<file path="src/rtl/lsu.sv">
// Load/store unit: RV32I loads/stores over a req/gnt/rvalid data-memory port.
// Optional watchdog per memory phase enabled by the LSU_TIMEOUT_EN macro.
module lsu #(
  parameter int TIMEOUT_CYCLES = 16
) (
  input  logic        clk,
  input  logic        rst_n,
  input  logic        req_valid,
  output logic        req_ready,
  input  logic        req_we,
  input  logic [2:0]  req_funct3,
  input  logic [31:0] alu_result,
  input  logic [31:0] store_data,
  input  logic [4:0]  req_rd,
  output logic        busy,
  output logic        dmem_req,
  output logic        dmem_we,
  output logic [31:0] dmem_addr,
  output logic [3:0]  dmem_wstrb,
  output logic [31:0] dmem_wdata,
  input  logic        dmem_gnt,
  input  logic        dmem_rvalid,
  input  logic [31:0] dmem_rdata,
  output logic        done,
  output logic        rd_we,
  output logic [4:0]  rd_addr,
  output logic [31:0] rd_data,
  output logic        misalign,
  output logic        bus_err
);

  typedef enum logic [1:0] {IDLE = 2'd0, REQ = 2'd1, WAIT = 2'd2} state_t;

  state_t      state_r, state_s;
  logic [1:0]  off_r;
  logic        we_r;
  logic [2:0]  funct3_r;
  logic [4:0]  rd_r;
  logic        legal_s, tmo_s;
  logic        accept_ok_s, accept_bad_s, store_done_s, load_done_s, abort_s;
  logic [3:0]  wstrb_s;
  logic [31:0] wdata_s, shifted_s, ext_s;
  logic        req_ready_r, busy_r, dmem_req_r, dmem_we_r, done_r, rd_we_r;
  logic        misalign_r, bus_err_r;
  logic [31:0] dmem_addr_r, dmem_wdata_r, rd_data_r;
  logic [3:0]  dmem_wstrb_r;
  logic [4:0]  rd_addr_r;

  // Request legality: funct3 must be a known width and the address naturally aligned.
  always_comb begin
    legal_s = 1'b0;
    case (req_funct3)
      3'b000:  legal_s = 1'b1;
      3'b001:  legal_s = (alu_result[0] == 1'b0);
      3'b010:  legal_s = (alu_result[1:0] == 2'b00);
      3'b100:  legal_s = !req_we;
      3'b101:  legal_s = !req_we && (alu_result[0] == 1'b0);
      default: legal_s = 1'b0;
    endcase
  end

  // Store lane steering: replicate the datum across lanes, strobe only the addressed bytes.
  always_comb begin
    wstrb_s = 4'b0000;
    wdata_s = store_data;
    case (req_funct3[1:0])
      2'b00: begin
        wstrb_s = 4'b0001 << alu_result[1:0];
        wdata_s = {4{store_data[7:0]}};
      end
      2'b01: begin
        wstrb_s = alu_result[1] ? 4'b1100 : 4'b0011;
        wdata_s = {2{store_data[15:0]}};
      end
      2'b10: begin
        wstrb_s = 4'b1111;
        wdata_s = store_data;
      end
      default: begin
        wstrb_s = 4'b0000;
        wdata_s = store_data;
      end
    endcase
  end

  assign shifted_s = dmem_rdata >> {off_r, 3'b000};

  // Load extension of the lane-shifted read word.
  always_comb begin
    ext_s = 32'h0000_0000;
    case (funct3_r)
      3'b000:  ext_s = {{24{shifted_s[7]}}, shifted_s[7:0]};
      3'b001:  ext_s = {{16{shifted_s[15]}}, shifted_s[15:0]};
      3'b010:  ext_s = shifted_s;
      3'b100:  ext_s = {24'h00_0000, shifted_s[7:0]};
      3'b101:  ext_s = {16'h0000, shifted_s[15:0]};
      default: ext_s = 32'h0000_0000;
    endcase
  end

`ifdef LSU_TIMEOUT_EN
  localparam int CW = $clog2(TIMEOUT_CYCLES + 1);
  logic [CW-1:0] cnt_r;

  assign tmo_s = (cnt_r == CW'(TIMEOUT_CYCLES - 1));

  // Phase watchdog: restarts on every state change, counts while in REQ or WAIT.
  always_ff @(posedge clk or negedge rst_n) begin
    if (!rst_n) begin
      cnt_r <= '0;
    end else if ((state_r == IDLE) || (state_s != state_r)) begin
      cnt_r <= '0;
    end else begin
      cnt_r <= cnt_r + CW'(1);
    end
  end
`else
  // Without the watchdog the unit waits indefinitely; the comparison is constant false.
  assign tmo_s = (TIMEOUT_CYCLES < 0);
`endif

  // Next-state logic and single-cycle event decode.
  always_comb begin
    state_s      = state_r;
    accept_ok_s  = 1'b0;
    accept_bad_s = 1'b0;
    store_done_s = 1'b0;
    load_done_s  = 1'b0;
    abort_s      = 1'b0;
    case (state_r)
      IDLE: begin
        if (req_valid) begin
          if (legal_s) begin
            state_s     = REQ;
            accept_ok_s = 1'b1;
          end else begin
            state_s      = IDLE;
            accept_bad_s = 1'b1;
          end
        end else begin
          state_s = IDLE;
        end
      end
      REQ: begin
        if (dmem_gnt) begin
          state_s      = we_r ? IDLE : WAIT;
          store_done_s = we_r;
        end else if (tmo_s) begin
          state_s = IDLE;
          abort_s = 1'b1;
        end else begin
          state_s = REQ;
        end
      end
      WAIT: begin
        if (dmem_rvalid) begin
          state_s     = IDLE;
          load_done_s = 1'b1;
        end else if (tmo_s) begin
          state_s = IDLE;
          abort_s = 1'b1;
        end else begin
          state_s = WAIT;
        end
      end
      default: state_s = IDLE;
    endcase
  end

  // State register.
  always_ff @(posedge clk or negedge rst_n) begin
    if (!rst_n) begin
      state_r <= IDLE;
    end else begin
      state_r <= state_s;
    end
  end

  // Request capture and registered outputs.
  always_ff @(posedge clk or negedge rst_n) begin
    if (!rst_n) begin
      off_r        <= 2'b00;
      we_r         <= 1'b0;
      funct3_r     <= 3'b000;
      rd_r         <= 5'd0;
      req_ready_r  <= 1'b1;
      busy_r       <= 1'b0;
      dmem_req_r   <= 1'b0;
      dmem_we_r    <= 1'b0;
      dmem_addr_r  <= 32'h0000_0000;
      dmem_wstrb_r <= 4'b0000;
      dmem_wdata_r <= 32'h0000_0000;
      done_r       <= 1'b0;
      rd_we_r      <= 1'b0;
      rd_addr_r    <= 5'd0;
      rd_data_r    <= 32'h0000_0000;
      misalign_r   <= 1'b0;
      bus_err_r    <= 1'b0;
    end else begin
      if ((state_r == IDLE) && req_valid) begin
        off_r    <= alu_result[1:0];
        we_r     <= req_we;
        funct3_r <= req_funct3;
        rd_r     <= req_rd;
      end
      if (accept_ok_s) begin
        dmem_req_r   <= 1'b1;
        dmem_we_r    <= req_we;
        dmem_addr_r  <= {alu_result[31:2], 2'b00};
        dmem_wstrb_r <= req_we ? wstrb_s : 4'b0000;
        dmem_wdata_r <= wdata_s;
      end else if ((state_r == REQ) && (state_s != REQ)) begin
        dmem_req_r   <= 1'b0;
        dmem_we_r    <= 1'b0;
        dmem_wstrb_r <= 4'b0000;
      end
      if (load_done_s) begin
        rd_data_r <= ext_s;
        rd_addr_r <= rd_r;
      end
      req_ready_r <= (state_s == IDLE);
      busy_r      <= (state_s != IDLE);
      done_r      <= accept_bad_s | store_done_s | load_done_s | abort_s;
      rd_we_r     <= load_done_s && (rd_r != 5'd0);
      misalign_r  <= accept_bad_s;
      bus_err_r   <= abort_s;
    end
  end

  assign req_ready  = req_ready_r;
  assign busy       = busy_r;
  assign dmem_req   = dmem_req_r;
  assign dmem_we    = dmem_we_r;
  assign dmem_addr  = dmem_addr_r;
  assign dmem_wstrb = dmem_wstrb_r;
  assign dmem_wdata = dmem_wdata_r;
  assign done       = done_r;
  assign rd_we      = rd_we_r;
  assign rd_addr    = rd_addr_r;
  assign rd_data    = rd_data_r;
  assign misalign   = misalign_r;
  assign bus_err    = bus_err_r;

endmodule

</file>
<file path="config.mk">
export PLATFORM = sky130hd
export DESIGN_NAME = lsu
export DESIGN_NICKNAME = d
export VERILOG_FILES = /design/src/rtl/lsu.sv
export SDC_FILE = /design/constraint.sdc
export NUM_CORES = 1
export LEC_CHECK = 0
export CAP_MARGIN = 10
export CORE_ASPECT_RATIO = 1.75
export CORE_UTILIZATION = 44
export CTS_BUF_LIST = sky130_fd_sc_hd__clkbuf_8
export CTS_CLUSTER_SIZE = 14
export DETAILED_ROUTE_END_ITERATION = 10
export GPL_TIMING_DRIVEN = 0
export HOLD_SLACK_MARGIN = 0.08
export PLACE_DENSITY_LB_ADDON = 0.1
export SYNTH_ARGS = -nofsm -noshare
export SYNTH_HDL_FRONTEND = slang
export SYNTH_SLANG_ARGS = --single-unit
export TNS_END_PERCENT = 10
</file>
<file path="constraint.sdc">
create_clock -name clk -period 2.3 [get_ports clk]
set_clock_uncertainty 0.05 [all_clocks]
set_input_delay 0.46 -clock clk [delete_from_list [all_inputs] [get_ports clk]]
set_output_delay 0.46 -clock clk [all_outputs]
set_load 0.02 [all_outputs]
</file>
# [Word level (Yosys, flattened, before mapping)]
# Index checks and enable logic that the tools add are counted.
[totals] reg_bits=123 inputBits=110 out_inout_bits=113
[classes] n_eq_ne=13 shifts=2 muxes=27 n_bitwise=3 reduce_logical=14
[op_table] operator="$pmux 32 s5" n=1
[op_table] operator="$pmux 32 s2" n=1
[op_table] operator="$shr 32x5->32" n=1
[op_table] operator="$mux 4" n=4
[op_table] operator="$mux 1" n=14
[op_table] operator="$eq 3x3->1 const B" n=4
[op_table] operator="$pmux 4 s3" n=1
[op_table] operator="$logic_not 2->1" n=4
[op_table] operator="$mux 2" n=4
[op_table] operator="$eq 3x1->1 const B" n=2
[op_table] operator="$eq 3x2->1 const B" n=2
[op_table] operator="$logic_not 3->1" n=2
[op_table] operator="$pmux 2 s3" n=1
[op_table] operator="$pmux 1 s5" n=1
[op_table] operator="$reduce_bool 5->1" n=1
[op_table] operator="$eq 2x1->1 const B" n=2
[op_table] operator="$eq 2x2->1 const B" n=2
[op_table] operator="$logic_and 1x1->1" n=4
[op_table] operator="$reduce_bool 2->1" n=2
[op_table] operator="$shl 1x2->4 const A" n=1
[op_table] operator="$ne 2x1->1 const B" n=1
[op_table] operator="$or 1x1->1" n=2
[op_table] operator="$logic_not 1->1" n=1
[op_table] operator="$not 1->1" n=1

# [Longest topological paths before layout]
# Gate-level depths: netlist of the first run.
[depth] depth_word=10 depth_mapped=7 mapped_depth_nobuf=4

# [Least setup slack after synthesis of the first run]
# Ideal clock, no wire load.
[synth_path] path_kind="in2reg" start="in req_funct3[0]" end="reg dmem_addr_r[10], in the netlist dmem_addr[10]" setup_time_ns=0.125 arrival_time_ns=1.584 setup_slack_ns=0.541 stages=5 path_buffers=2 path_cell_list="buf_2 nor4_2 o21ai_2 buf_6 mux2_4"
[synth_via] elab_chain_cells=5 elab_cells_between_ends=9 classes_between="eq/ne (4); mux (4); reduce/logical (1)"
[synth_rtl] item="start, declared" line="11" text="input logic [2:0] req_funct3,"
[synth_rtl] item="$eq 3x3->1 (tied with other cells)" line="52" text="case (req_funct3)"
[synth_rtl] item="$pmux 1 s5 (*)" line="52"
[synth_rtl] item="$mux 1 (*)" line="133" text="if (legal_s) begin"
[synth_rtl] item="$mux 1 (*)" line="132" text="if (req_valid) begin"
[synth_rtl] item="$mux 1 (*)" line="130" text="case (state_r)"
[synth_rtl] item="end signal, assigned" line="209" text="dmem_addr_r <= {alu_result[31:2], 2'b00};"
[synth_rtl] item="end, declared" line="45" text="logic [31:0] dmem_addr_r, dmem_wdata_r, rd_data_r;"
# Mark *: on every way between the ends. The rest lies on a longest branch, timed or not.
# A chain may end at the register's enable or synchronous reset.

# [Worst setup path in the final report of the first run]
[layout_path] start="in alu_result[0]" end="reg busy_r, in the netlist busy"
[layout_via] elab_chain_cells=7 elab_cells_between_ends=8 classes_between="mux (4); bitwise (1); reduce/logical (3)"
[layout_rtl] item="start, declared" line="12" text="input logic [31:0] alu_result,"
[layout_rtl] item="$not 1->1" line="54, 57"
[layout_rtl] item="$logic_and 1x1->1" line="57" text="3'b101: legal_s = !req_we && (alu_result[0] == 1'b0);"
[layout_rtl] item="$pmux 1 s5 (*)" line="52"
[layout_rtl] item="$mux 1 (*)" line="133"
[layout_rtl] item="$mux 2 (*)" line="132"
[layout_rtl] item="$pmux 2 s3 (*)" line="130"
[layout_rtl] item="$reduce_bool 2->1 (*)" line="222" text="busy_r <= (state_s != IDLE);"
[layout_rtl] item="end signal, assigned" line="222"
[layout_rtl] item="end, declared" line="43" text="logic req_ready_r, busy_r, dmem_req_r, dmem_we_r, done_r, rd_we_r;"
# Marked as above.

==> results.sh, run 1 <==
export IMPL_status="finished clean"
export IMPL_ios=223
export IMPL_critPathBufInv=2
export IMPL_rsz0062_at_grt="no"
export IMPL_wl_met2_um=9160
export IMPL_path_cells="clkdlybuf4s50_1 > a221oi_2 > o21ai_2 > buf_2 > o21ai_1 > o21a_1"
export IMPL_numCtsBuffers=17
export IMPL_clockRootBuffer="clkbuf_8"
export IMPL_drt_first_pass_iters=4
export IMPL_drc=0
export IMPL_max_stage_delay_ps=620
export IMPL_rr_startpoint="funct3_r[0]"
export IMPL_port_buffers=217
export IMPL_ys_seq_area_share_pct=53.7
export IMPL_maxCapViolations=0
export IMPL_synth_edf_count=0
export IMPL_setup_viol_count_final=0
export IMPL_std_cell_rows=54
export IMPL_worstRegToRegCells=5
export IMPL_cp_arrival_ps=2370
export IMPL_fill_cells=1025
export IMPL_clk_latency_ps=430
export IMPL_place_gp_congestion=0.873
export IMPL_critical_path_class="primary input to register"
export IMPL_dp_hpwl_um=12700
export IMPL_min_path_cells=2
export IMPL_initial_utilization_pct=45.6
export IMPL_hold_class="register to register"
export IMPL_async_flop_share_pct=100
export IMPL_drt_iter0_markers=161
export IMPL_syn2layout_area_growth_pct=49.7
export IMPL_min_period_ps=2100
export IMPL_via_per_inst=5.24
export IMPL_powerDensity_mw_per_mm2=1120
export IMPL_grt_ovfl_total=0
export IMPL_maxSlewHeadroom_pct=41.0
export IMPL_cp_slowest_cell="clkdlybuf4s50_1"
export IMPL_r2r_slack_ps=240
export IMPL_dr_max_layer_used="met4"
export IMPL_p_total_uw=9600
export IMPL_final_period_utilization_pct=91.2
export IMPL_ant_nets=0
export IMPL_worst_slack_ps=203
export IMPL_grt_max_degree=69
export IMPL_fin_nets=831
export IMPL_ys_warn_count=0
export IMPL_core_area_mm2=0.0126
export IMPL_crit_family="compound AO/OA/AOI/OAI gates"
export IMPL_antenna_found_initial=0
export IMPL_min_from="dmem_req"
export IMPL_grt_pass1_wl_um=25600
export IMPL_max_freq_mhz=477
export IMPL_synth_seq_cells=123
export IMPL_setup_tns_ps=0
export IMPL_final_layout_size_suffix_gt1_share_pct=17.2
export IMPL_synth_flop_cell="dfrtp_1"
export IMPL_r2r_end="rd_data[8]"
export IMPL_dpl_worst_slack_ps=-357
export IMPL_leakage_uw=0.00388
export IMPL_die_h_um=153
export IMPL_yosysTopAreaCellShare_pct=53.2
export IMPL_synth_area_leaders="dfrtp_1, mux2_4, mux2i_1, mux2_2, o21ai_0"
export IMPL_cts_tree="done"
export IMPL_antenna_cells=0
export IMPL_grtUsageTotal_pct=25.3
export IMPL_yosysTopAreaCell="dfrtp_1"
export IMPL_dieArea_mm2=0.0135
export IMPL_wl_met3_um=1030
export IMPL_path_clk_slew_ps=70
export IMPL_syn_area_mm2=0.00573
export IMPL_synth_cells=481
export IMPL_crit_required_ps=2570
export IMPL_ir_worst_vdd_mv=0.838
export IMPL_worstPathMaxFanout=10
export IMPL_tightest_slew_ps=878
export IMPL_drt_wl_total_um=16800
export IMPL_htreeDepth=4
export IMPL_slew_viol_final=0
export IMPL_vias=4725
export IMPL_die_width_um=88.3
export IMPL_grt_pass1_vias=5041
export IMPL_hold_viol=0
export IMPL_syn_area_per_cell_um2=11.9
export IMPL_wire_per_inst_um=18.6
export IMPL_final_cell_mix="clkdlybuf4s50_1, dfrtp_1, nand2_1"
export IMPL_layout_commonest_cell="clkdlybuf4s50_1"
export IMPL_holdPathEnd="dmem_req"
export IMPL_met1_length_um=6110
export IMPL_synth_cell_types=43
export IMPL_clock_sinks=123
export IMPL_cp_end_kind="register"
export IMPL_start_kind="primary input"
export IMPL_clockBufferDepth=2
[state kept, by name, indices dropped and copies added, names as in the netlist]
name	count
busy	1
dmem_we	1
req_ready	1
dmem_req	1
rd_we	1
funct3_r	3
state_r	2
we_r	1
rd_r	5
rd_data	32
off_r	2
rd_addr	5
misalign	1
done	1
dmem_wdata	32
dmem_addr	30
dmem_wstrb	4
[synthesized netlist by cell type, types with 2 or more instances]
cell type	count
buf_2	8
buf_6	7
a221o_1	17
o21ai_1	3
o21a_1	2
o21ai_0	45
nand2_1	49
inv_1	8
mux2_4	38
and2_0	2
nor2b_1	2
a21oi_1	20
nor2_2	2
nor2_1	26
dfrtp_1	122
and2_1	5
o31ai_1	2
clkbuf_1	15
mux2_2	23
buf_4	5
mux2i_1	42
nor3_1	3
nand2b_1	2
nand3_1	14
[worst reg2reg max path, stage by stage, from the launching register on]
cell     delay [ps]
dfrtp_1         370
buf_6           140
or3b_2          460
a21oi_1         510
o21ai_0         300
nand3_1         170
[layer usage]
layer,vias to the layer above,GRT usage [%]
li1,2186,-
met1,2331,26.1
met2,172,45.6
met3,36,7.40
met4,0,11.4
met5,-,0
[power breakdown]
group | switching, µW | internal [µW] | total (µW)
sequential | 460 | 2920 | 3380
clock | 895 | 1150 | 2050
combinational | 1990 | 2190 | 4170
total | 3340 | 6260 | 9600
[how the worst max path moves through the flow]
| stage | cells past startpoint | end | from | slack [ps] |
|---|---|---|---|---|
| floorplan | 5 | dmem_addr[10] | req_funct3[0] | 540 |
| global placement | 1 | dmem_wdata[7] | rst_n | -4000 |
| detailed placement | 6 | dmem_wstrb[2] | alu_result[0] | -360 |
| CTS | 6 | dmem_wstrb[2] | alu_result[0] | 90 |
| global route | 6 | req_ready | alu_result[0] | 80 |
| finish | 6 | busy | alu_result[0] | 200 |
[through the flow]
stage | hold slack [ps] | cell area (µm²) | cells | utilization [%]
2_1_floorplan | 114 | 5740 | 483 | -
3_3_place_gp | 416 | 8120 | 868 | 64.6
3_5_place_dp | 405 | 8150 | 869 | 64.9
4_1_cts | 433 | 8580 | 902 | 68.3
5_1_grt | 463 | 8590 | 902 | 68.3
6_report | 435 | 8590 | 902 | 68.3
[cells by family (layout without fill, tap and decap cells)]
group	after synthesis	in the layout	synth area share (%)
and+or+nand+nor	114	114	9.47
AOI/OAI and AO/OA	96	96	10.6
DFF	123	123	53.7
buffers and inverters	43	294	4.23
muxes	103	103	21.8
xor gates and xnor gates	1	1	0.153
other	1	3	0.0654
[final cells by class]
type	instances	area, µm²	share of cell area (%)
Sequential cell	123	3080	35.9
Clock buffer	20	275	3.21
Buffer	35	214	2.49
Clock inverter	12	146	1.71
Inverter	8	30.0	0.350
Multi-Input combinational cell	317	2420	28.2
Tap cell	168	210	2.45
Timing Repair Buffer	219	2210	25.8
[timing repair]
action,CTS,global route
hold buffers,1,0
endpoints found under the hold margin,55,0
resized for setup,0,2
setup endpoints to repair,0,1
buffers inserted,0,0
(Power assumes the default switching activity.)
==> inputs of run 2 (changes only) <==
ABC_CLOCK_PERIOD_IN_PS = 2300   (was unset)
==> results of run 2 <==
Final layout, timing and power as in run 1 (identical DEF).
